### src/rtl/hrm_pkg.sv
// Shared definitions for the HRM CPU: FSM state encodings, opcode nibbles and
// the operand-length decode used by the fetch unit.
package hrm_pkg;

    typedef enum logic [2:0] {
        StIdle    = 3'd0,
        StOpLat   = 3'd1,
        StArgWait = 3'd2,
        StArgLat  = 3'd3,
        StDone    = 3'd4
    } fetch_state_t;

    // Opcode high nibbles
    localparam logic [3:0] OP_INBOX    = 4'h0;
    localparam logic [3:0] OP_OUTBOX   = 4'h1;
    localparam logic [3:0] OP_COPYFROM = 4'h2;
    localparam logic [3:0] OP_COPYTO   = 4'h3;
    localparam logic [3:0] OP_ADD      = 4'h4;
    localparam logic [3:0] OP_SUB      = 4'h5;
    localparam logic [3:0] OP_BUMPP    = 4'h6;
    localparam logic [3:0] OP_BUMPN    = 4'h7;
    localparam logic [3:0] OP_JUMP     = 4'h8;
    localparam logic [3:0] OP_JUMPZ    = 4'h9;
    localparam logic [3:0] OP_JUMPN    = 4'hA;
    localparam logic [3:0] OP_HALT     = 4'hF;

    // Indirect-addressing flag; irrelevant to the operand decode
    localparam int unsigned IND_BIT = 3;

    // COPYFROM..JUMPN carry a one-byte operand; everything else stands alone
    function automatic logic has_operand(input logic [7:0] opcode);
        return (opcode[7:4] >= OP_COPYFROM) && (opcode[7:4] <= OP_JUMPN);
    endfunction

endpackage

### src/rtl/pc_reg.sv
// Program counter: synchronous reset, parallel load, increment with natural wrap.
module pc_reg #(
    parameter int unsigned         PC_W     = 8,
    parameter logic [PC_W-1:0]     RESET_PC = '0
) (
    input  logic            clk,
    input  logic            rst,
    input  logic            load,
    input  logic [PC_W-1:0] load_val,
    input  logic            inc,
    output logic [PC_W-1:0] pc
);

    localparam logic [PC_W-1:0] ONE = PC_W'(1);

    // Load has priority over increment; the FSM never asks for both at once
    always_ff @(posedge clk) begin
        if (rst) begin
            pc <= RESET_PC;
        end else if (load) begin
            pc <= load_val;
        end else if (inc) begin
            pc <= pc + ONE;
        end
    end

endmodule

### src/rtl/ifetch.sv
// Instruction fetch unit: walks the synchronous program ROM, strobes the opcode
// into the IR and latches an operand byte for opcodes that carry one.
module ifetch
    import hrm_pkg::*;
#(
    parameter int unsigned     PC_W     = 8,
    parameter logic [PC_W-1:0] RESET_PC = '0
) (
    input  logic            clk,
    input  logic            rst,
    input  logic            fetch,
    input  logic            jmp,
    input  logic [PC_W-1:0] jmp_addr,
    output logic [PC_W-1:0] rom_addr,
    input  logic [7:0]      rom_data,
    output logic [7:0]      nIR,
    output logic            wIR,
    output logic [7:0]      rArg,
    output logic            wArg,
    output logic [PC_W-1:0] rPC,
    output logic            busy,
    output logic            fetch_done
);

    fetch_state_t state;
    logic         pc_load;
    logic         pc_inc;

    // Jumps only land in IDLE; PC advances past each byte as it is consumed
    always_comb begin
        pc_load = (state == StIdle) && jmp;
        pc_inc  = (state == StOpLat) || (state == StArgLat);
    end

    pc_reg #(
        .PC_W     (PC_W),
        .RESET_PC (RESET_PC)
    ) u_pc_reg (
        .clk      (clk),
        .rst      (rst),
        .load     (pc_load),
        .load_val (jmp_addr),
        .inc      (pc_inc),
        .pc       (rPC)
    );

    // Sequencer with registered strobes: each strobe is set on entry to its state
    always_ff @(posedge clk) begin
        if (rst) begin
            state      <= StIdle;
            wIR        <= 1'b0;
            wArg       <= 1'b0;
            fetch_done <= 1'b0;
            rArg       <= 8'h00;
        end else begin
            wIR        <= 1'b0;
            wArg       <= 1'b0;
            fetch_done <= 1'b0;
            case (state)
                StIdle: begin
                    if (!jmp && fetch) begin
                        state <= StOpLat;
                        wIR   <= 1'b1;
                    end
                end
                StOpLat: begin
                    if (has_operand(rom_data)) begin
                        state <= StArgWait;
                    end else begin
                        state      <= StDone;
                        fetch_done <= 1'b1;
                    end
                end
                StArgWait: begin
                    state <= StArgLat;
                    wArg  <= 1'b1;
                end
                StArgLat: begin
                    rArg       <= rom_data;
                    state      <= StDone;
                    fetch_done <= 1'b1;
                end
                StDone: begin
                    state <= StIdle;
                end
                default: begin
                    state <= StIdle;
                end
            endcase
        end
    end

    // Gate the ROM bus so the IR input is quiet outside the write strobe
    always_comb begin
        rom_addr = rPC;
        nIR      = wIR ? rom_data : 8'h00;
        busy     = (state != StIdle);
    end

endmodule

### config.mk
export PLATFORM = sky130hd
export DESIGN_NAME = ifetch
export DESIGN_NICKNAME = d
export VERILOG_FILES = /design/src/rtl/hrm_pkg.sv /design/src/rtl/pc_reg.sv /design/src/rtl/ifetch.sv
export SDC_FILE = /design/constraint.sdc
export NUM_CORES = 1
export LEC_CHECK = 0
export ABC_AREA = 1
export BUFFER_PORTS_ARGS = -buffer_cell sky130_fd_sc_hd__buf_2
export CAP_MARGIN = 20
export CORE_MARGIN = 5
export CORE_UTILIZATION = 47
export CTS_BUF_LIST = sky130_fd_sc_hd__clkbuf_8
export DETAILED_ROUTE_END_ITERATION = 8
export PLACE_DENSITY = 0.79
export SYNTH_ARGS = -nofsm -noshare
export SYNTH_HDL_FRONTEND = slang
export SYNTH_SLANG_ARGS = --single-unit
### constraint.sdc
create_clock -name clk -period 1.5 [get_ports clk]
set_input_delay 0.225 -clock clk [delete_from_list [all_inputs] [get_ports clk]]
set_output_delay 0.225 -clock clk [all_outputs]
set_load 0.02 [all_outputs]
**Word-level counts from Yosys, hierarchy flattened**

Index checks and enable logic that the tools add are counted.

- Bits of input ports: 20
- Logic and storage cells: 33
- Output and inout port bits: 36
- Register bits after elaboration: 22

- Add/sub/neg operators: 1
- Reduce and logical (&&, ||, !) cells: 9
- Multiplexer cells: 10
- $lt $le $gt $ge: 2
- Equality and inequality tests: 4
- Bitwise operators: 1

Operators with widths:

| kind | count |
|---|---|
| $mux 8 | 3 |
| $pmux 3 s4 | 1 |
| $add 8x1->8 const B | 1 |
| $eq 3x2->1 const B | 2 |
| $mux 3 | 2 |
| $ge 4x2->1 const B | 1 |
| $le 4x4->1 const B | 1 |
| $eq 3x1->1 const B | 1 |
| $logic_and 1x1->1 | 3 |
| $logic_not 3->1 | 1 |
| $mux 1 | 3 |
| $reduce_bool 3->1 | 1 |
| $ne 2x1->1 const B | 1 |
| $pmux 1 s2 | 1 |
| $reduce_bool 2->1 | 1 |
| $reduce_or 2->1 | 1 |
| $logic_not 1->1 | 1 |
| $logic_or 1x1->1 | 1 |
| $not 1->1 | 1 |

**Longest topological paths before layout**

- Depth after elaboration: 4
- Mapped depth: 8
- Gate-level depth less buffers: 8

**Hierarchy**

A second synthesis with hierarchy kept.

- Cells, all modules: 163
- Area total of the unflattened synthesis: 1134.8 um2

By module, submodules not included:

| module | times used | cells each | area each (um2) |
|---|---|---|---|
| ifetch | 1 | 93 | 645.6 |
| pc_reg | 1 | 70 | 489.2 |

**Worst setup path before layout**

OpenSTA, ideal clock, no wires.

- Kind: flip-flop to flip-flop
- Start: reg u_pc_reg.pc[0]
- End: reg u_pc_reg.pc[6]
- Data arrival time: 1.151 ns
- Period minus slack after synthesis: 1.283 ns
- Stages on the path, launching flop included: 7
- Path slack: 0.217 ns
- Path through: dfxtp_1 ha_1 nand3_1 o21ai_0 nand3_1 nand2_1 a21oi_1

- Cells in the longest elaborated chain, start to end: 3

Ends and longest elaborated chain:

| item | line | text |
|---|---|---|
| start: declaration | pc_reg.sv:11 | `output logic [PC_W-1:0] pc` |
| start signal: assignment | pc_reg.sv:21 | `pc <= load_val;` |
| start signal: assignment | pc_reg.sv:23 | `pc <= pc + ONE;` |
| $add 8x1->8 | pc_reg.sv:23 |  |
| $mux 8 | pc_reg.sv:22 | `end else if (inc) begin` |
| $mux 8 | pc_reg.sv:20 | `end else if (load) begin` |

No other way between the ends. The select of a mux whose other input is x is not followed.
A chain may end at the register's enable or synchronous reset.

**Worst setup path in the final report**

- Start: reg wIR
- End: out nIR[1]

- Cells in the longest elaborated chain, start to end: 1

Ends and longest elaborated chain:

| item | line | text |
|---|---|---|
| start: declaration | ifetch.sv:17 | `output logic wIR,` |
| start signal: assignment | ifetch.sv:51 | `wIR <= 1'b0;` |
| start signal: assignment | ifetch.sv:56 | `wIR <= 1'b0;` |
| start signal: assignment | ifetch.sv:63 | `wIR <= 1'b1;` |
| $mux 8 | ifetch.sv:96 | `nIR = wIR ? rom_data : 8'h00;` |
| end: declaration | ifetch.sv:16 | `output logic [7:0] nIR,` |

No other way between the ends.

==> summary.txt <==
Logic synthesis
  – Syn Nets: 189
  – Post-synth top flop: dfxtp_1
  – Post-synthesis sequential area ratio: 0.383
  – Avg Inst Size Synth: 6.84 um2
  – Post-synthesis cell count: 168
  – Synth top area share: 0.383
  – Largest area contributor in the netlist: dfxtp_1
  – Flops & latches, synth: 22
  – Cell variety after synth: 26
  – Area contributors post-synth: dfxtp_1, nand2_1, inv_1
  – Post-synth EDFFs: 0
  – Fraction of registers with async set/reset: 0
  – Synth top cells by count: nand2_1, inv_1, dfxtp_1
  – Count leader, synth: nand2_1
  – Post-Synthesis Cell Area: 0.00115 mm2
  – Ys Warns: 0

Timing
  – Final worst slack: 0.230 ns
  – Fmax: 787 MHz
  – Fin. max-slew vios: 0
  – Final hold viol count: 0
  – Max-slew headroom: 0.775
  – Worst Skew: 0.00299 ns
  – Sum Neg Setup Slack: 0 ns
  – Endpoints failing setup: 0
  – Worst-Margin Slew: 0.335 ns
  – Share of the clock period used by the worst path: 0.847
  – RSZ-0062 raised after global routing: false
  – Final hold slack: 0.211 ns
  – Period minus WS final: 1.27 ns

Global routing
  – Remaining Overflow, GRT: 0
  – Initial antenna violation count: 0
  – Total GRT Usage: 0.157
  – Vias in the first global route: 1,077
  – First-pass GRT wire length: 4.28 mm
  – M3 GR Usage: 0.0392
  – Pin count of the biggest net entering global routing: 13
  – GRT Max-Usage Layer: met2
  – Met1 GRT Util: 0.181
  – M2 GR Usage: 0.275

Clock network
  – Hold_buf cts: 0
  – CTS tree: yes
  – PostCTS Resize Cnt: 0
  – H-tree depth: 1
  – Clock buffer depth: 2
  – CTS root buf: clkbuf_8
  – Clock Pin Slew Worst Setup and Hold Paths: 0.07 ns
  – CTS Buf Count: 3
  – Post-CTS setup buffer count: 0
  – Skew-Pair Late Insertion Delay: 0.26 ns
  – CTS sink cnt: 22

Route
  – Vias: 1,210
  – Vias per inst: 4.94
  – DRC viols: 0
  – Starting DRT DRC Count: 30
  – Wirelength, routed: 2.64 mm
  – Routed Antenna Nets: 0
  – DRT Pass-1 Iters: 4
  – WL per Instance: 10.8 um

Power
  – Lkg Pwr: 0.817 nW
  – VDD IR max: 0.000714 V
  – Total Power: 1.44 mW
  – Power per cell area: 1010 mW/mm2

Critical path
  – Worst EP required: 1.27 ns
  – Worst-path cell chain: nand2_1, inv_1, buf_2
  – CP max FO: 9
  – CP Launch Type: register
  – Setup CP Type: register to output pin
  – Worst setup EP type: output pin
  – Slowest cell on crit path: dfxtp_1
  – Max incr delay on CP: 0.49 ns
  – Flop2flop setup slack: 0.27 ns
  – Arr. time, crit path: 1.05 ns

Layout
  – Layout area overhead: 24.2%
  – Layout cells sized above 1: 0.316
  – Fillers: 243
  – Non-Filler Instances: 245
  – Final nets: 238
  – Diode count: 0

Floorplanning
  – Die width: 59.4 um
  – Die area: 0.00353 mm2
  – Row count: 18
  – Core area: 0.00241 mm2
  – Die Y: 59.4 um
  – Initial Utilization: 0.477
  – I/O pins: 56

Placement
  – Dpl cells: 242
  – Placement Setup Slack: 0.278 ns
  – I/O Buffers: 55
  – GP Congestion: 0.781
  – DP HPWL: 2.06 mm

Outcome
  – Status: finished clean

Flow run
  – Max-cap violation count: 0

Min path
  – Hold Crit Class: input port to register
==> power by group <==
part	internal (mW)	switching (mW)	leakage [nW]	total, mW
registers	0.628	0.0487	0.179	0.677
logic	0.145	0.273	0.616	0.417
clock network	0.179	0.171	0.0216	0.350
total	0.952	0.493	0.817	1.44
==> final timing paths <==
path | to | start | cells after the start
worst max register to register | u_pc_reg.pc[6] | u_pc_reg.pc[0] | 6
worst min-delay path | rArg[1] | rom_data[1] | 3
worst min register to register | wArg | state[1] | 2
worst max-delay path | nIR[1] | wIR | 3
==> kinds of logic after synthesis <==
kind of cell,Yosys count,synth area share
AOI/OAI and AO/OA,24,0.114
DFF,22,0.383
adders and majority gates,1,0.0109
xor gates and xnor gates,1,0.00763
buffers and inverters,40,0.169
and+or+nand+nor,80,0.315
==> placed cells by master (no fill, tap or decap), drive strengths merged <==
cell    instances
buf            56
nand2          35
inv            27
nor2           23
dfxtp          22
nand3          14
o21ai          12
a21oi           6
nand4           4
a31oi           3
clkbuf          3
a211oi          2
nor3            2
nand3b          1
clkinv          1
o211ai          1
or2             1
xor2            1
ha              1
==> area by class of cell <==
| class | count | area (um2) | share of cell area |
|---|---|---|---|
| Tap cell | 30 | 37.5 | 0.0263 |
| Sequential cell | 22 | 440 | 0.309 |
| Timing Repair Buffer | 56 | 283 | 0.198 |
| Clock buffer | 3 | 41.3 | 0.0289 |
| Multi-Input combinational cell | 106 | 514 | 0.361 |
| Inverter | 28 | 110 | 0.0772 |
==> routing by layer <==
metal | up-vias | part of all wire
met5 | - | 0
li1 | 618 | -
met3 | 5 | 0.098
met4 | 0 | 0.016
met1 | 533 | 0.43
met2 | 54 | 0.46
==> through the flow <==
| stage | utilization | area [um2] |
|---|---|---|
| after floorplan | - | 1150 |
| after global placement | 0.575 | 1390 |
| after detailed placement | 0.575 | 1390 |
| after CTS | 0.592 | 1430 |
| after global routing | 0.592 | 1430 |
| final | 0.592 | 1430 |
==> worst max-delay path: cells and delay by family, from the launching register on <==
| family | cells | cell delay [ns] |
|---|---|---|
| buf+inv | 2 | 0.22 |
| flops | 1 | 0.49 |
| simple gates | 1 | 0.09 |
(Power assumes the default switching activity.)
